===== config.mk =====
export PLATFORM = sky130hd
export DESIGN_NAME = avalon_mem_arbiter
export DESIGN_NICKNAME = d
export VERILOG_FILES = /design/src/rtl/clarvi_arb_pkg.sv /design/src/rtl/arb_tag_fifo.sv /design/src/rtl/avalon_mem_arbiter.sv
export SDC_FILE = /design/constraint.sdc
export NUM_CORES = 1
export LEC_CHECK = 0
export BUFFER_PORTS_ARGS = -buffer_cell sky130_fd_sc_hd__buf_4
export CELL_PAD_IN_SITES_DETAIL_PLACEMENT = 0
export CELL_PAD_IN_SITES_GLOBAL_PLACEMENT = 1
export CORE_MARGIN = 8
export CORE_UTILIZATION = 19
export CTS_CLUSTER_SIZE = 40
export DETAILED_ROUTE_END_ITERATION = 8
export GPL_ROUTABILITY_DRIVEN = 0
export HOLD_SLACK_MARGIN = 0.1
export PLACE_DENSITY = 0.89
export SETUP_SLACK_MARGIN = 0.1
export SYNTH_ARGS = -nofsm -noshare
export SYNTH_HDL_FRONTEND = slang
export SYNTH_HIERARCHICAL = 1
export SYNTH_SLANG_ARGS = --single-unit

===== constraint.sdc =====
create_clock -name clock -period 3 [get_ports clock]
set_clock_uncertainty 0.2 [all_clocks]
set_input_delay 0.15 -clock clock [delete_from_list [all_inputs] [get_ports clock]]
set_output_delay 0.15 -clock clock [all_outputs]
set_load 0.02 [all_outputs]

===== src/rtl/clarvi_arb_pkg.sv =====
// Shared types for the Clarvi two-master memory arbiter.
package clarvi_arb_pkg;

  typedef enum logic {
    PORT_MAIN  = 1'b0,
    PORT_INSTR = 1'b1
  } port_t;

  typedef enum logic [1:0] {
    IDLE       = 2'd0,
    HOLD_MAIN  = 2'd1,
    HOLD_INSTR = 2'd2
  } arb_state_t;

endpackage


===== src/rtl/arb_tag_fifo.sv =====
// Small FIFO of 1-bit owner tags for reads outstanding at the memory.
module arb_tag_fifo #(
  parameter int unsigned DEPTH = 4
) (
  input  logic clock,
  input  logic reset,
  input  logic push,
  input  logic tag_in,
  input  logic pop,
  output logic full,
  output logic empty,
  output logic head
);

  localparam int unsigned PTR_W = (DEPTH > 1) ? $clog2(DEPTH) : 1;
  localparam int unsigned CNT_W = PTR_W + 1;

  logic [DEPTH-1:0] tags_q, tags_d;
  logic [PTR_W-1:0] wr_ptr_q, wr_ptr_d;
  logic [PTR_W-1:0] rd_ptr_q, rd_ptr_d;
  logic [CNT_W-1:0] count_q, count_d;
  logic             do_push, do_pop;

  assign full    = (count_q == CNT_W'(DEPTH));
  assign empty   = (count_q == '0);
  assign head    = tags_q[rd_ptr_q];
  assign do_push = push & ~full;
  assign do_pop  = pop & ~empty;

  // Full/empty come from the registered count, so a pop never frees room for a same-cycle push.
  always_comb begin
    tags_d   = tags_q;
    wr_ptr_d = wr_ptr_q;
    rd_ptr_d = rd_ptr_q;
    count_d  = count_q;
    if (do_push) begin
      tags_d[wr_ptr_q] = tag_in;
      wr_ptr_d         = wr_ptr_q + PTR_W'(1);
    end
    if (do_pop) begin
      rd_ptr_d = rd_ptr_q + PTR_W'(1);
    end
    if (do_push && !do_pop) begin
      count_d = count_q + CNT_W'(1);
    end else if (do_pop && !do_push) begin
      count_d = count_q - CNT_W'(1);
    end
  end

  always_ff @(posedge clock) begin
    if (reset) begin
      tags_q   <= '0;
      wr_ptr_q <= '0;
      rd_ptr_q <= '0;
      count_q  <= '0;
    end else begin
      tags_q   <= tags_d;
      wr_ptr_q <= wr_ptr_d;
      rd_ptr_q <= rd_ptr_d;
      count_q  <= count_d;
    end
  end

endmodule


===== src/rtl/avalon_mem_arbiter.sv =====
// Round-robin Avalon-MM arbiter: Clarvi main and instruction masters onto one memory port.
module avalon_mem_arbiter
  import clarvi_arb_pkg::*;
#(
  parameter int unsigned ADDR_WIDTH  = 16,
  parameter int unsigned DATA_WIDTH  = 32,
  parameter int unsigned MAX_PENDING = 4
) (
  input  logic                    clock,
  input  logic                    reset,
  input  logic [ADDR_WIDTH-1:0]   main_address,
  input  logic [DATA_WIDTH/8-1:0] main_byteenable,
  input  logic                    main_read,
  input  logic                    main_write,
  input  logic [DATA_WIDTH-1:0]   main_writedata,
  output logic [DATA_WIDTH-1:0]   main_readdata,
  output logic                    main_readdatavalid,
  output logic                    main_waitrequest,
  input  logic [ADDR_WIDTH-1:0]   instr_address,
  input  logic                    instr_read,
  output logic [DATA_WIDTH-1:0]   instr_readdata,
  output logic                    instr_readdatavalid,
  output logic                    instr_waitrequest,
  output logic [ADDR_WIDTH-1:0]   mem_address,
  output logic [DATA_WIDTH/8-1:0] mem_byteenable,
  output logic                    mem_read,
  output logic                    mem_write,
  output logic [DATA_WIDTH-1:0]   mem_writedata,
  input  logic [DATA_WIDTH-1:0]   mem_readdata,
  input  logic                    mem_readdatavalid,
  input  logic                    mem_waitrequest,
  output logic                    protocol_error
);

  localparam int unsigned BE_W = DATA_WIDTH / 8;

  arb_state_t state_q, state_d;
  port_t      last_grant_q, last_grant_d;
  logic       perr_q, perr_d;
  port_t      sel;
  logic       sel_valid;
  logic       accept;
  logic       main_ok, instr_ok;
  logic       fifo_full, fifo_empty, fifo_head;

  // A read is only eligible while the tag FIFO has room; writes are never blocked by it.
  assign main_ok  = main_write | (main_read & ~fifo_full);
  assign instr_ok = instr_read & ~fifo_full;

  // Arbitration and next-state.
  always_comb begin
    state_d      = state_q;
    last_grant_d = last_grant_q;
    sel          = PORT_MAIN;
    sel_valid    = 1'b0;
    unique case (state_q)
      HOLD_MAIN: begin
        sel       = PORT_MAIN;
        sel_valid = main_ok;
      end
      HOLD_INSTR: begin
        sel       = PORT_INSTR;
        sel_valid = instr_ok;
      end
      default: begin
        if (main_ok && instr_ok) begin
          sel       = (last_grant_q == PORT_MAIN) ? PORT_INSTR : PORT_MAIN;
          sel_valid = 1'b1;
        end else if (main_ok) begin
          sel       = PORT_MAIN;
          sel_valid = 1'b1;
        end else if (instr_ok) begin
          sel       = PORT_INSTR;
          sel_valid = 1'b1;
        end
      end
    endcase
    accept = sel_valid & ~mem_waitrequest;
    if (accept) begin
      last_grant_d = sel;
      state_d      = IDLE;
    end else if (sel_valid) begin
      state_d = (sel == PORT_MAIN) ? HOLD_MAIN : HOLD_INSTR;
    end
  end

  // Memory-side request mux and master handshakes.
  always_comb begin
    mem_address    = '0;
    mem_byteenable = '0;
    mem_read       = 1'b0;
    mem_write      = 1'b0;
    mem_writedata  = '0;
    if (sel_valid) begin
      if (sel == PORT_MAIN) begin
        mem_address    = main_address;
        mem_byteenable = main_byteenable;
        mem_read       = main_read;
        mem_write      = main_write;
        mem_writedata  = main_writedata;
      end else begin
        mem_address    = instr_address;
        mem_byteenable = {BE_W{1'b1}};
        mem_read       = 1'b1;
      end
    end
  end

  assign main_waitrequest  = ~(accept && (sel == PORT_MAIN));
  assign instr_waitrequest = ~(accept && (sel == PORT_INSTR));

  arb_tag_fifo #(
    .DEPTH (MAX_PENDING)
  ) u_tag_fifo (
    .clock  (clock),
    .reset  (reset),
    .push   (accept & mem_read),
    .tag_in (sel == PORT_INSTR),
    .pop    (mem_readdatavalid),
    .full   (fifo_full),
    .empty  (fifo_empty),
    .head   (fifo_head)
  );

  // Responses follow the oldest outstanding tag; a response with nothing outstanding is dropped.
  assign main_readdata       = mem_readdata;
  assign instr_readdata      = mem_readdata;
  assign main_readdatavalid  = mem_readdatavalid & ~fifo_empty & (fifo_head == 1'b0);
  assign instr_readdatavalid = mem_readdatavalid & ~fifo_empty & (fifo_head == 1'b1);
  assign perr_d              = perr_q | (mem_readdatavalid & fifo_empty);
  assign protocol_error      = perr_q;

  always_ff @(posedge clock) begin
    if (reset) begin
      state_q      <= IDLE;
      last_grant_q <= PORT_MAIN;
      perr_q       <= 1'b0;
    end else begin
      state_q      <= state_d;
      last_grant_q <= last_grant_d;
      perr_q       <= perr_d;
    end
  end

endmodule

# Word level (Yosys, flattened, before mapping)
# Cells that the tools add are included.
# classes
add_sub_neg	4
n_lt_le_gt_ge	3
eq_ne	3
muxes	26
bitwise_logic	18
n_reduce_logical	11
# ops
op	n
$mux W32	2
$mux W16	2
$mux W1	12
$and A1 B1 Y1	9
$mux W4	2
$not A1 Y1	7
$logic_and A1 B1 Y1	6
$lt A2 B3 Y1 const B	2
$mux W3	2
$add A2 B1 Y2 const B	2
$bwmux W4	1
$pmux W1 S2	2
$add A3 B1 Y3 const B	1
$eq A3 B3 Y1 const B	1
$logic_not A3 Y1	1
$sub A3 B1 Y3 const B	1
$bmux W1 S2	1
$demux W1 S2	1
$eq A2 B1 Y1 const B	1
$eq A2 B2 Y1 const B	1
$ge A2 B1 Y1 const B	1
$logic_not A1 Y1	2
$mux W2	1
$or A1 B1 Y1	2
other kinds (2)	2
# totals
reg_bits	15
in_bits	107
output_inout_bits	123
word_cells	72

# Logic depth before layout (Yosys ltp)
# Gate-level depths: netlist of run 1.
# depth
depth_word	15
ltp_mapped	14

# Cells and area by module
# The synthesis of run 1 kept the hierarchy.
# modules_own_cells
module	n_inst	cells_each	area_per_inst_um2
avalon_mem_arbiter	1	168	1273.7
arb_tag_fifo	1	59	601.8

# Worst setup path after synthesis of run 1
# No wires, ideal clock.
# synth_path
kind	register -> register
startpoint	reg state_q[0]
endpoint	reg u_tag_fifo.count_q[2]
setup_time_ps	70
t_arrival_ps	2854
t_required_ps	2730
path_slack_ps	-124
path_stages_with_launch	15
period_less_slack_ps	3124
cell_sequence	dfxtp_1 > inv_1 > ha_1 > buf_6 > nand3b_1 > o21ai_2 > nor2_1 > nor2_1 > and2_4 > ha_1 > inv_1 > fa_1 > xor2_1 > or3_2 > a21oi_1
# synth_between
elab_chain_cells	9
# synth_lines
item	line	rtl
start: declaration	avalon_mem_arbiter.sv:37	arb_state_t state_q, state_d;
start signal: assignment	avalon_mem_arbiter.sv:139	state_q <= state_d;
$eq A2 B2 Y1 or $eq A2 B1 Y1 (tied branches)	avalon_mem_arbiter.sv:56	unique case (state_q)
$pmux W1 S2 (*)	avalon_mem_arbiter.sv:56	
net sel	avalon_mem_arbiter.sv:40	port_t sel;
$mux W1 (*)	avalon_mem_arbiter.sv:95	if (sel == PORT_MAIN) begin
$mux W1 (*)	avalon_mem_arbiter.sv:94	if (sel_valid) begin
$and A1 B1 Y1 (*)	avalon_mem_arbiter.sv:117	.push (accept & mem_read),
$and A1 B1 Y1 (*)	arb_tag_fifo.sv:27	assign do_push = push & ~full;
net u_tag_fifo.do_push	arb_tag_fifo.sv:22	logic do_push, do_pop;
$logic_not A1 Y1	arb_tag_fifo.sv:45	end else if (do_pop && !do_push) begin
$logic_and A1 B1 Y1	arb_tag_fifo.sv:45	
$reduce_bool A2 Y1 (no line)	n/a	
end signal: assignment	arb_tag_fifo.sv:60	count_q <= count_d;
end: declaration	arb_tag_fifo.sv:21	logic [CNT_W-1:0] count_q, count_d;
# The timed path passes the listed nets; every way through them passes the cells marked *.
# A chain may end at the register's enable or synchronous reset.

# Worst setup path after layout of run 1
# layout_path
startpoint	reg u_tag_fifo.count_q[2]
endpoint	reg u_tag_fifo.count_q[2]
# layout_between
elab_chain_cells	14
# layout_lines
item	line	rtl
$eq A3 B3 Y1 (*)	arb_tag_fifo.sv:24	assign full = (count_q == CNT_W'(DEPTH));
net fifo_full	avalon_mem_arbiter.sv:44	logic fifo_full, fifo_empty, fifo_head;
$not A1 Y1 (*)	arb_tag_fifo.sv:27, avalon_mem_arbiter.sv:47, avalon_mem_arbiter.sv:48	
$and A1 B1 Y1 (on tied branches)	avalon_mem_arbiter.sv:48, avalon_mem_arbiter.sv:47	
$mux W1 or $or A1 B1 Y1 (tied branches)	avalon_mem_arbiter.sv:72, avalon_mem_arbiter.sv:47	
$mux W1 or $logic_and A1 B1 Y1 (tied branches)	avalon_mem_arbiter.sv:69, avalon_mem_arbiter.sv:66	
$mux W1	avalon_mem_arbiter.sv:66	if (main_ok && instr_ok) begin
$pmux W1 S2	avalon_mem_arbiter.sv:56	
$mux W1	avalon_mem_arbiter.sv:95	
$mux W1	avalon_mem_arbiter.sv:94	
$and A1 B1 Y1	avalon_mem_arbiter.sv:117	
$and A1 B1 Y1 (*)	arb_tag_fifo.sv:27	
net u_tag_fifo.do_push	arb_tag_fifo.sv:22	
$logic_not A1 Y1	arb_tag_fifo.sv:45	
$logic_and A1 B1 Y1	arb_tag_fifo.sv:45	
$reduce_bool A2 Y1 (no line)	n/a	
# The timed path passes the listed nets; every way through them passes the cells marked *. The select of a mux whose other input is x is not followed.

==> summary.txt, run 1 <==
Critical path
  • Slowest CP cell: fa_2
  • Cell Chain, Critical Path: or3b_4 > inv_2 > nor2b_2 > o22a_1 > o21ai_2 > nor2_2 > and2_4 > ha_4 > inv_2 > fa_2 > xor2_1 > or3_4 > a21oi_1
  • Worst Path Class, Setup: flip-flop to flip-flop
  • Crit path capture type: flip-flop
  • Crit path max fanout: 6
  • Register-to-Register Path Depth: 13
  • Crit path launch type: flip-flop
  • Most common cell on crit path: inv_2
  • Critical path arrival: 2.77 ns
  • Worst EP required: 2.98 ns
  • CP peak stage delay: 0.38 ns

Pwr
  • Max VDD drop: 0.2005 mV
  • PD cells: 777.3 nW/µm²
  • Leakage: 1.319 nW

Cells and area
  • Share of post-route cells with drive strength above 1: 0.5541
  • Final net count: 421
  • Non-filler cells, final: 439
  • FILL cells: 1039
  • Register Area: 305.3 µm²
  • Post-layout instance area: 2719 µm²
  • Area of the multi-input gates: 1055 µm²
  • P&R area growth vs syn: 44.96%

Floorplan
  • Initial core utilization: 0.1937
  • Io pins: 230
  • Chip height: 115.4 µm
  • CORE AREA: 9684 µm²
  • Total Die Area: 13310 µm²
  • Die X: 115.4 µm
  • Row Count: 36

Detailed routing
  • Via count: 1802
  • Detail Route Antenna Nets: 0
  • DR pass1 iterations: 6
  • Post-Route WL: 7610 µm
  • Initial DRC Count: 120
  • DRC: 0
  • DR WL/cell: 17.33 µm
  • Routed vias/inst: 4.105

Placement
  • Placed instance area: 2596 µm²
  • Cell count after placement: 428
  • Detailed Place HPWL: 6594 µm
  • Worst slack at placement: 0.06817 ns
  • PortBufs: 133

STA
  • Period minus WS final: 2.793 ns
  • Max frequency: 358.1 MHz
  • Tcrit/Tclk final: 0.9309
  • Actual slew at the worst max-slew pin: 0.5354 ns
  • Setup tns final: 0 ns
  • Final setup viols: 0
  • RSZ-0062 raised after global routing: false
  • Max-slew violation count: 0
  • Hold violation count in the final report: 0
  • Final WS setup: 0.2074 ns
  • Worst slew margin: 0.6393

Clock network
  • CTS Sinks: 15
  • Clock latency on the worst-skew pair: 0.24 ns
  • CTS tree: yes
  • Max clock buf depth: 2
  • CTS root buf: clkbuf_8
  • Htree depth: 1
  • Clock transition at path regs: 0.06 ns
  • Inserted Clock Buffers: 3

GRT
  • Number of global-route vias before repair: 1889
  • GRT overflow: 0
  • Initial antenna violation count: 1
  • Largest net degree at the start of global routing: 50
  • First-pass GRT wire length: 10750 µm
  • GRT Overall Usage: 0.1028

Yosys
  • Syn Nets: 342
  • Post-synth EDFFs: 0
  • Synthesized area: 1876 µm²
  • Distinct cells, synth: 42
  • Part of the Yosys area used for sequential elements: 0.1601
  • Async set-reset flop share out of synthesis: 0
  • Most used DFF post-synth: dfxtp_1
  • Yosys warns: 6
  • Avg Synthesized Cell Area: 8.262 µm²
  • Yosys reg bits: 15
  • Mapped Cells: 227

Outcome
  • Run status: finished clean

Hold path
  • Hold crit path type: input port to primary output
  • Hold Crit Depth: 0

Flow run
  • MaxCap Viol Count: 0
-- final cells by class --
| cell class | instances | share of cell area |
|---|---|---|
| inverter | 10 | 0.01381 |
| sequential | 15 | 0.1123 |
| timing repair buffer | 146 | 0.4068 |
| clock buffer | 3 | 0.01519 |
| clock inverter | 1 | 0.001841 |
| multi-input combinational | 130 | 0.3879 |
| tap | 133 | 0.06121 |
| antenna | 1 | 0.0009204 |
-- report_power, final --
part | internal (mW) | leakage, nW | switching (mW)
registers | 0.252 | 0.124 | 0.0428
clock network | 0.0918 | 0.0255 | 0.0707
logic | 0.772 | 1.17 | 0.885
-- cell usage in the layout (no fill, tap or decap), drive strengths merged --
master,n
buf,142
and2,34
a22o,16
dfxtp,15
inv,10
nor2,9
nand2b,8
ha,7
o21a,6
mux2i,6
nand3,5
o21ai,5
a211oi,4
dlygate4sd3,4
xor2,4
a21oi,3
clkbuf,3
nor2b,3
nand2,2
o22ai,2
diode,1
nand3b,1
a31oi,1
o32ai,1
o21bai,1
o22a,1
nor3b,1
and3b,1
clkinv,1
or3b,1
nor3,1
o31ai,1
mux4,1
and3,1
mux2,1
o311ai,1
or3,1
fa,1
-- state kept, by name, indices dropped and copies added, names as in the netlist --
signal               count
u_tag_fifo/wr_ptr_q      2
u_tag_fifo/tags_q        4
last_grant_q             1
state_q                  2
u_tag_fifo/count_q       3
u_tag_fifo/rd_ptr_q      2
protocol_error           1
-- cell usage after synthesis (2+ instances only) --
| cell type | instances | share of area |
|---|---|---|
| xor2_1 | 4 | 0.019 |
| inv_1 | 10 | 0.020 |
| nand2b_1 | 7 | 0.023 |
| nor2b_1 | 2 | 0.0067 |
| ha_1 | 7 | 0.047 |
| mux2i_1 | 6 | 0.032 |
| buf_6 | 2 | 0.012 |
| buf_4 | 64 | 0.26 |
| buf_2 | 5 | 0.013 |
| a211oi_1 | 4 | 0.016 |
| o21a_1 | 6 | 0.024 |
| a22o_1 | 16 | 0.075 |
| and2_1 | 33 | 0.11 |
| dfxtp_1 | 15 | 0.16 |
| nand2_1 | 2 | 0.0040 |
| nor2_1 | 9 | 0.018 |
| a21oi_1 | 3 | 0.0080 |
| o21ai_0 | 4 | 0.011 |
| nand3_1 | 5 | 0.013 |
-- what timing repair did --
action,4_1_cts,5_1_grt
pin swaps,0,5
endpoints found under the hold margin,9,0
cloned,0,0
hold buffers,4,0
gates resized for setup,3,2
buffers inserted,1,1
endpoints found under the setup margin,1,2
-- layer usage --
layer	global-route usage	up-vias	routed length [µm]
li1	-	858	-
met1	0.08232	817	2236
met2	0.2140	115	4238
met3	0.04464	12	1034
met4	0.03065	0	100
met5	0	-	0
-- worst paths after layout --
check	end	startpoint	slack (ns)
worst max register to register	u_tag_fifo/count_q[2]	u_tag_fifo/count_q[2]	0.21
worst min-delay path	main_readdata[12]	mem_readdata[12]	0.10
worst max-delay path	u_tag_fifo/count_q[2]	u_tag_fifo/count_q[2]	0.21
worst min register to register	u_tag_fifo/tags_q[3]	u_tag_fifo/tags_q[3]	0.28
-- cells by family (layout without fill, tap and decap cells) --
kind of cell	after synthesis	in the layout	synth area share
other cells	0	1	0
buf+inv	82	160	0.3035
fa+ha+maj	8	8	0.05737
simple gates	68	68	0.2215
mux	8	8	0.05203
xor+xnor	4	4	0.01868
compound gates	42	42	0.1868
flops	15	15	0.1601
-- critical path: cells and delay by family (launching register included) --
kind,cells,cell delay (ns)
and+or+nand+nor,5,1.07
adders and majority gates,2,0.52
buffers and inverters,2,0.11
DFF,1,0.31
xor gates and xnor gates,1,0.16
AOI/OAI and AO/OA,3,0.37
-- through the flow --
stage	power [mW]	hold slack, ns	util
floorplan	1.410	0.02100	-
global placement	1.902	0.1002	0.2681
detailed placement	1.936	0.1002	0.2681
CTS	2.135	0.1002	0.2793
global route	2.256	0.1000	0.2807
finish	2.113	0.1000	0.2807
(Power assumes the default switching activity.)
==> inputs of run 2 (changes only) <==
- CORE_ASPECT_RATIO: default -> 0.7
==> run 2 against run 1 <==
Effect of this change: critical path depth unchanged; cell count fell by 0.23%; worst setup slack gained 0.0029 ns; wire length is 1.3% lower; sequential share of layout area shrank 0.34 points; via count rose by 0.17%; die area increased by 0.38%; worst hold slack about the same; sequential power up 1%; non-clock buffer count grew 4; clock power is 65% higher; critical endpoint unchanged; largest cell class unchanged; largest power group unchanged.
==> summary.txt, run 2 (synthesis gave the netlist of run 1 again) <==
Outcome
  • Run status: finished clean (unchanged)

Cells and area
  • Most frequent cells in the layout: buf_4, and2_1, a22o_1 (unchanged)
  • P&R area growth vs syn: 49.43% (was 44.96%)
  • Largest register FFs: 4 (unchanged)
  • Most common cell after layout, fill and taps aside: buf_4 (unchanged)
  • Share of post-route cells with drive strength above 1: 0.5677 (was 0.5541)
  • Top flop regs: u_tag_fifo/tags_q: 4 flops, u_tag_fifo/count_q: 3 flops (unchanged)
  • Area of the multi-input gates: 1084 µm² (was 1055 µm²)
  • Final net count: 426 (was 421)
  • FILL cells: 1037 (was 1039)
  • Register Area: 305.3 µm² (unchanged)
  • Antenna diode count: 0 (was 1)
  • Most flop-heavy register: u_tag_fifo/tags_q (unchanged)

Detailed routing
  • Detail Route Antenna Nets: 0 (unchanged)
  • DR pass1 iterations: 4 (was 6)
  • Post-Route WL: 7509 µm (was 7610 µm)
  • Initial DRC Count: 129 (was 120)
  • DRC: 0 (unchanged)
  • Via count: 1805 (was 1802)
  • Routed vias/inst: 4.121 (was 4.105)
  • DR WL/cell: 17.14 µm (was 17.33 µm)

GRT
  • Largest net degree at the start of global routing: 21 (was 50)
  • Number of global-route vias before repair: 1894 (was 1889)
  • Met3 usage: 0.03223 (was 0.04464)
  • GRT Overall Usage: 0.1032 (was 0.1028)
  • GRT busiest layer: met2 (unchanged)
  • Initial antenna violation count: 0 (was 1)
  • M1 GR Usage: 0.1209 (was 0.08232)
  • M2 GR Usage: 0.1751 (was 0.2140)
  • GRT overflow: 0 (unchanged)
  • First-pass GRT wire length: 10980 µm (was 10750 µm)

Clock network
  • Max clock buf depth: 2 (unchanged)
  • CTS tree: yes (unchanged)
  • CTS root buf: clkbuf_16 (was clkbuf_8)
  • CTS Sinks: 15 (unchanged)
  • Clock transition at path regs: 0.05 ns (was 0.06 ns)
  • Htree depth: 1 (unchanged)
  • Inserted Clock Buffers: 3 (unchanged)
  • Clock latency on the worst-skew pair: 0.25 ns (was 0.24 ns)

Pwr
  • Switching Power: 1.060 mW (was 0.9982 mW)
  • Gate power share: 0.754 (was 0.784)
  • Share of total power in the clock network: 0.117 (was 0.077)
  • P_int: 1.241 mW (was 1.115 mW)
  • Seq pwr share: 0.129 (was 0.139)
  • PD cells: 820.9 nW/µm² (was 777.3 nW/µm²)
  • Max VDD drop: 0.3368 mV (was 0.2005 mV)
  • Leakage: 1.360 nW (was 1.319 nW)
  • Net Sw Frac: 0.4605 (was 0.4724)

Critical path
  • Cell Chain, Critical Path: or3b_4 > inv_2 > nand3b_1 > o21ai_2 > nor2_2 > nor2_2 > and2_4 > ha_4 > inv_2 > fa_2 > xor2_2 > or3_4 > a21oi_2 (was or3b_4 > inv_2 > nor2b_2 > o22a_1 > o21ai_2 > nor2_2 > and2_4 > ha_4 > inv_2 > fa_2 > xor2_1 > or3_4 > a21oi_1)
  • Reg2reg start: u_tag_fifo/count_q[2] (unchanged)
  • Buf/Inv on CP: 2 (unchanged)
  • Reg2reg end: u_tag_fifo/count_q[2] (unchanged)
  • Crit path capture type: flip-flop (unchanged)
  • Worst EP required: 2.99 ns (was 2.98 ns)
  • Critical path arrival: 2.78 ns (was 2.77 ns)
  • Register-to-Register Path Depth: 13 (unchanged)
  • R2R setup slack: 0.21 ns (about the same)
  • Crit path launch type: flip-flop (unchanged)
  • CP peak stage delay: 0.35 ns (was 0.38 ns)
  • Crit-path leading delay family: simple AND/OR/NAND/NOR gates (unchanged)
  • Worst Path Class, Setup: flip-flop to flip-flop (unchanged)
  • Crit path max fanout: 4 (was 6)
  • Slowest CP cell: fa_2 (unchanged)

Hold path
  • Hold crit path type: input port to primary output (unchanged)
  • Hold Crit Depth: 0 (unchanged)
  • Hold_sp: mem_readdata[0] (was mem_readdata[12])
  • Hold endpoint: instr_readdata[0] (was main_readdata[12])

STA
  • Max-slew violation count: 0 (unchanged)
  • Max frequency: 358.5 MHz (was 358.1 MHz)
  • Actual slew at the worst max-slew pin: 0.7137 ns (was 0.5354 ns)
  • Final setup viols: 0 (unchanged)
  • Period minus WS final: 2.790 ns (was 2.793 ns)
  • Worst slew margin: 0.5227 (was 0.6393)
  • Setup tns final: 0 ns (unchanged)
  • Tcrit/Tclk final: 0.9299 (was 0.9309)
  • Hold violation count in the final report: 0 (unchanged)
  • RSZ-0062 raised after global routing: false (unchanged)
  • Worst hold margin: 0.1000 ns (about the same)

Floorplan
  • Io pins: 230 (unchanged)
  • Row Count: 30 (was 36)
  • Initial core utilization: 0.1944 (was 0.1937)
  • Die X: 134.8 µm (was 115.4 µm)
  • CORE AREA: 9647 µm² (was 9684 µm²)
  • Total Die Area: 13360 µm² (was 13310 µm²)
  • Chip height: 99.13 µm (was 115.4 µm)

Placement
  • Detailed Place HPWL: 6050 µm (was 6594 µm)
  • PortBufs: 133 (unchanged)

Flow run
  • MaxCap Viol Count: 0 (unchanged)
run 2: worst max path at each step:
stage / start / end / slack (ns) / depth (start not counted)
floorplan: state_q[0] / u_tag_fifo/count_q[2] / 0.05 / 14
global placement: u_tag_fifo/count_q[0] / u_tag_fifo/count_q[2] / 0.14 / 13
detailed placement: u_tag_fifo/count_q[0] / u_tag_fifo/count_q[2] / 0.05 / 13
CTS: u_tag_fifo/count_q[2] / u_tag_fifo/count_q[2] / 0.12 / 13
global route: u_tag_fifo/count_q[2] / u_tag_fifo/count_q[2] / 0.09 / 13
finish: u_tag_fifo/count_q[2] / u_tag_fifo/count_q[2] / 0.21 / 13
run 2: area by class of cell:
cell class | count | share of cell area
Clock buffer | 3 | 0.02679
Sequential cell | 15 | 0.1089
Timing Repair Buffer | 150 | 0.4054
Inverter | 10 | 0.01339
Clock inverter | 1 | 0.001786
Tap cell | 128 | 0.05714
Multi-Input combinational cell | 131 | 0.3866
run 2: layer usage:
metal | wire length, µm | part of all wire
met1 | 3016 | 0.40
met2 | 3758 | 0.50
met3 | 626 | 0.083
met4 | 107 | 0.014
met5 | 0 | 0
run 2: what timing repair did:
item / 4_1_cts / 5_1_grt
gates resized for setup: 4 / 4
hold buffers: 4 / 0
cloned: 1 / 0
setup buffers: 0 / 5
setup endpoints to repair: 27 / 14
pin swaps: 2 / 8
hold endpoints to repair: 9 / 0
run 2: stage by stage:
step / instances / setup slack [ns] / util / power (mW) / instance area [µm²]
floorplan: 227 / 0.05265 / - / 1.410 / 1902
global placement: 424 / 0.1381 / 0.2693 / 1.904 / 2597
detailed placement: 424 / 0.04670 / 0.2693 / 1.941 / 2597
CTS: 433 / 0.1166 / 0.2850 / 2.266 / 2749
global route: 438 / 0.09043 / 0.2905 / 2.440 / 2803
finish: 438 / 0.2104 / 0.2905 / 2.301 / 2803
run 2: power by group through the flow:
stage / registers (mW) / logic, mW / clock network, mW
floorplan: 0.299 / 1.11 / 0
CTS: 0.297 / 1.70 / 0.273
detailed placement: 0.296 / 1.65 / 0
global route: 0.306 / 1.86 / 0.279
finish: 0.298 / 1.73 / 0.269
global placement: 0.290 / 1.61 / 0
==> inputs of run 3 (changes only) <==
- BUFFER_PORTS_ARGS: -buffer_cell sky130_fd_sc_hd__buf_4 -> default
- CORE_UTILIZATION: 19 -> 36
- DONT_BUFFER_PORTS: default -> 1
- PLACE_DENSITY: 0.89 -> 0.73
==> run 3 against run 2 <==
Effect of this change: register-to-register slack got worse by 0.09 ns; non-clock buffer count is 127 lower; flip-flop and latch count is the same; clock power decreased by 39%; cell count shrank 42%; design area shrank 38%; utilization grew 5.1 points; die area shrank 42%; sequential power is 4% lower; critical path depth unchanged; critical path type unchanged; largest cell class is now multi-input combinational cells; highest routed layer unchanged.
==> summary.txt, run 3 (synthesis gave the netlist of run 1 again) <==
Outcome
  • Run status: finished clean (unchanged)

Detailed routing
  • Detail Route Antenna Nets: 0 (unchanged)
  • DR WL/cell: 23.91 µm (was 17.14 µm)
  • Post-Route WL: 6074 µm (was 7509 µm)
  • DRC: 0 (unchanged)
  • Via count: 1332 (was 1805)
  • Initial DRC Count: 76 (was 129)
  • DR pass1 iterations: 4 (unchanged)
  • Routed vias/inst: 5.244 (was 4.121)

Pwr
  • Max VDD drop: 0.4162 mV (was 0.3368 mV)
  • Switching Power: 0.9370 mW (was 1.060 mW)
  • P_int: 0.8281 mW (was 1.241 mW)
  • Net Sw Frac: 0.5308 (was 0.4605)
  • Overall power: 1.765 mW (was 2.301 mW)
  • Gate power share: 0.745 (was 0.754)
  • Leakage: 0.7193 nW (was 1.360 nW)
  • PD cells: 1009 nW/µm² (was 820.9 nW/µm²)
  • Seq pwr share: 0.162 (was 0.129)
  • Share of total power in the clock network: 0.092 (was 0.117)

GRT
  • GRT overflow: 0 (unchanged)
  • Number of global-route vias before repair: 1318 (was 1894)
  • Largest net degree at the start of global routing: 51 (was 21)
  • First-pass GRT wire length: 8638 µm (was 10980 µm)
  • Initial antenna violation count: 0 (unchanged)
  • GRT Overall Usage: 0.1453 (was 0.1032)

Cells and area
  • FILL cells: 540 (was 1037)
  • Most common cell after layout, fill and taps aside: and2_1 (was buf_4)
  • Top flop regs: u_tag_fifo/tags_q: 4 flops, u_tag_fifo/count_q: 3 flops (unchanged)
  • P&R area growth vs syn: -6.738% (was 49.43%)
  • Largest register FFs: 4 (unchanged)
  • Post-layout instance area: 1749 µm² (was 2803 µm²)
  • Most frequent cells in the layout: and2_1, a22o_1, buf_4 (was buf_4, and2_1, a22o_1)
  • Most flop-heavy register: u_tag_fifo/tags_q (unchanged)
  • Antenna diode count: 0 (unchanged)
  • Final net count: 298 (was 426)
  • Register Area: 302.8 µm² (was 305.3 µm²)
  • Share of post-route cells with drive strength above 1: 0.2308 (was 0.5677)
  • Area of the multi-input gates: 1075 µm² (was 1084 µm²)

STA
  • Period minus WS final: 2.876 ns (was 2.790 ns)
  • Max-slew violation count: 0 (unchanged)
  • Actual slew at the worst max-slew pin: 0.7186 ns (was 0.7137 ns)
  • Hold violation count in the final report: 0 (unchanged)
  • Setup tns final: 0 ns (unchanged)
  • Tcrit/Tclk final: 0.9586 (was 0.9299)
  • RSZ-0062 raised after global routing: true (was false)
  • Max frequency: 347.7 MHz (was 358.5 MHz)
  • Final setup viols: 0 (unchanged)
  • Worst slew margin: 0.5199 (was 0.5227)

Critical path
  • Critical path arrival: 2.85 ns (was 2.78 ns)
  • Crit path capture type: flip-flop (unchanged)
  • Most common cell on crit path: nor2_2
  • R2R setup slack: 0.12 ns (was 0.21 ns)
  • Register-to-Register Path Depth: 13 (unchanged)
  • Crit path max fanout: 4 (unchanged)
  • Worst Path Class, Setup: flip-flop to flip-flop (unchanged)
  • Worst EP required: 2.98 ns (was 2.99 ns)
  • Slowest CP cell: fa_2 (unchanged)
  • Reg2reg end: u_tag_fifo/count_q[2] (unchanged)
  • Cell Chain, Critical Path: or3b_4 > clkinvlp_4 > nand3b_1 > o21ai_2 > nor2_2 > nor2_2 > and2_4 > ha_4 > inv_2 > fa_2 > xor2_2 > or3_4 > a21oi_2 (was or3b_4 > inv_2 > nand3b_1 > o21ai_2 > nor2_2 > nor2_2 > and2_4 > ha_4 > inv_2 > fa_2 > xor2_2 > or3_4 > a21oi_2)
  • CP peak stage delay: 0.34 ns (was 0.35 ns)
  • Reg2reg start: u_tag_fifo/count_q[2] (unchanged)
  • Crit path launch type: flip-flop (unchanged)

Clock network
  • Htree depth: 1 (unchanged)
  • Inserted Clock Buffers: 3 (unchanged)
  • CTS Sinks: 15 (unchanged)
  • Max clock buf depth: 2 (unchanged)
  • CTS tree: yes (unchanged)
  • CTS root buf: clkbuf_8 (was clkbuf_16)
  • Clock latency on the worst-skew pair: 0.25 ns (about the same)
  • Clock transition at path regs: 0.05 ns (about the same)

Floorplan
  • Row Count: 22 (was 30)
  • Total Die Area: 7812 µm² (was 13360 µm²)
  • CORE AREA: 5120 µm² (was 9647 µm²)
  • Initial core utilization: 0.3663 (was 0.1944)
  • Io pins: 230 (unchanged)
  • Chip height: 76.39 µm (was 99.13 µm)
  • Die X: 102.3 µm (was 134.8 µm)

Flow run
  • MaxCap Viol Count: 0 (unchanged)

Hold path
  • Hold crit path type: input port to primary output (unchanged)
  • Hold endpoint: instr_readdata[31] (was instr_readdata[0])
  • Hold_sp: mem_readdata[31] (was mem_readdata[0])
  • Hold Crit Depth: 0 (unchanged)

Placement
  • PortBufs: 0 (was 133)
  • Placed instance area: 1521 µm² (was 2597 µm²)
  • Detailed Place HPWL: 5022 µm (was 6050 µm)
run 3: cell types whose count changed in the layout (fill, tap and decap cells not counted), moves of 3 or more:
cell / previous run / this run
buf_4: 146 / 14
clkbuf_16: 3 / 0
clkbuf_8: 0 / 3
dlygate4sd3_1: 4 / 9
run 3: what timing repair did:
item,in CTS,in global routing
hold buffers,9,0
pin swaps,1,8
endpoints found under the setup margin,1,2
resized for setup,2,7
buffers inserted,0,7
hold endpoints to repair,15,0
run 3: worst max path at each step:
stage / start / cells past startpoint / endpoint / slack (ns)
finish: u_tag_fifo/count_q[2] / 13 / u_tag_fifo/count_q[2] / 0.12
global placement: u_tag_fifo/count_q[2] / 13 / u_tag_fifo/count_q[2] / 0.11
global route: u_tag_fifo/count_q[2] / 13 / u_tag_fifo/count_q[2] / 0.02
floorplan: state_q[0] / 14 / u_tag_fifo/count_q[2] / 0.05
CTS: u_tag_fifo/count_q[0] / 13 / u_tag_fifo/count_q[2] / 0.10
detailed placement: u_tag_fifo/count_q[2] / 13 / u_tag_fifo/count_q[2] / 0.07
run 3: power groups by stage:
| stage | Sequential [mW] | Combinational, mW | Clock [mW] |
|---|---|---|---|
| CTS | 0.287 | 1.24 | 0.167 |
| global route | 0.294 | 1.40 | 0.177 |
| global placement | 0.289 | 1.20 | 0 |
| detailed placement | 0.290 | 1.20 | 0 |
| floorplan | 0.299 | 1.11 | 0 |
| finish | 0.287 | 1.32 | 0.163 |
run 3: cell type report:
class / instances / share of cell area
inverter: 10 / 0.02361
clock buffer: 4 / 0.02575
multi-input combinational: 130 / 0.6144
tap: 72 / 0.05150
sequential: 15 / 0.1731
timing repair buffer: 23 / 0.1116
run 3: worst max-delay path, delay by kind of cell (launching register included):
| kind | cells | cell delay [ns] |
|---|---|---|
| flip-flops | 1 | 0.30 |
| AO/OA/AOI/OAI | 2 | 0.32 |
| adder cells (fa/ha/maj) | 2 | 0.49 |
| AND/OR/NAND/NOR | 6 | 1.15 |
| buffers and inverters | 2 | 0.19 |
| XOR/XNOR | 1 | 0.16 |
run 3: stage by stage:
step                      utilization  instances  hold slack [ns]  setup WS [ns]
after global routing           0.3416        254           0.1000        0.01636
after floorplan                     -        227          0.02100        0.05265
final                          0.3416        254           0.1000         0.1243
after detailed placement       0.2972        234          0.02125        0.06594
after CTS                      0.3245        247           0.1002         0.1004
after global placement         0.2972        234          0.01996         0.1145
run 3: per-layer routing:
layer / wire length, µm / global-route usage / vias up
met5: 0 / 0 / -
met4: 167 / 0.06569 / 0
met3: 540 / 0.04927 / 27
met2: 3002 / 0.2291 / 66
met1: 2363 / 0.1721 / 628
li1: - / - / 611
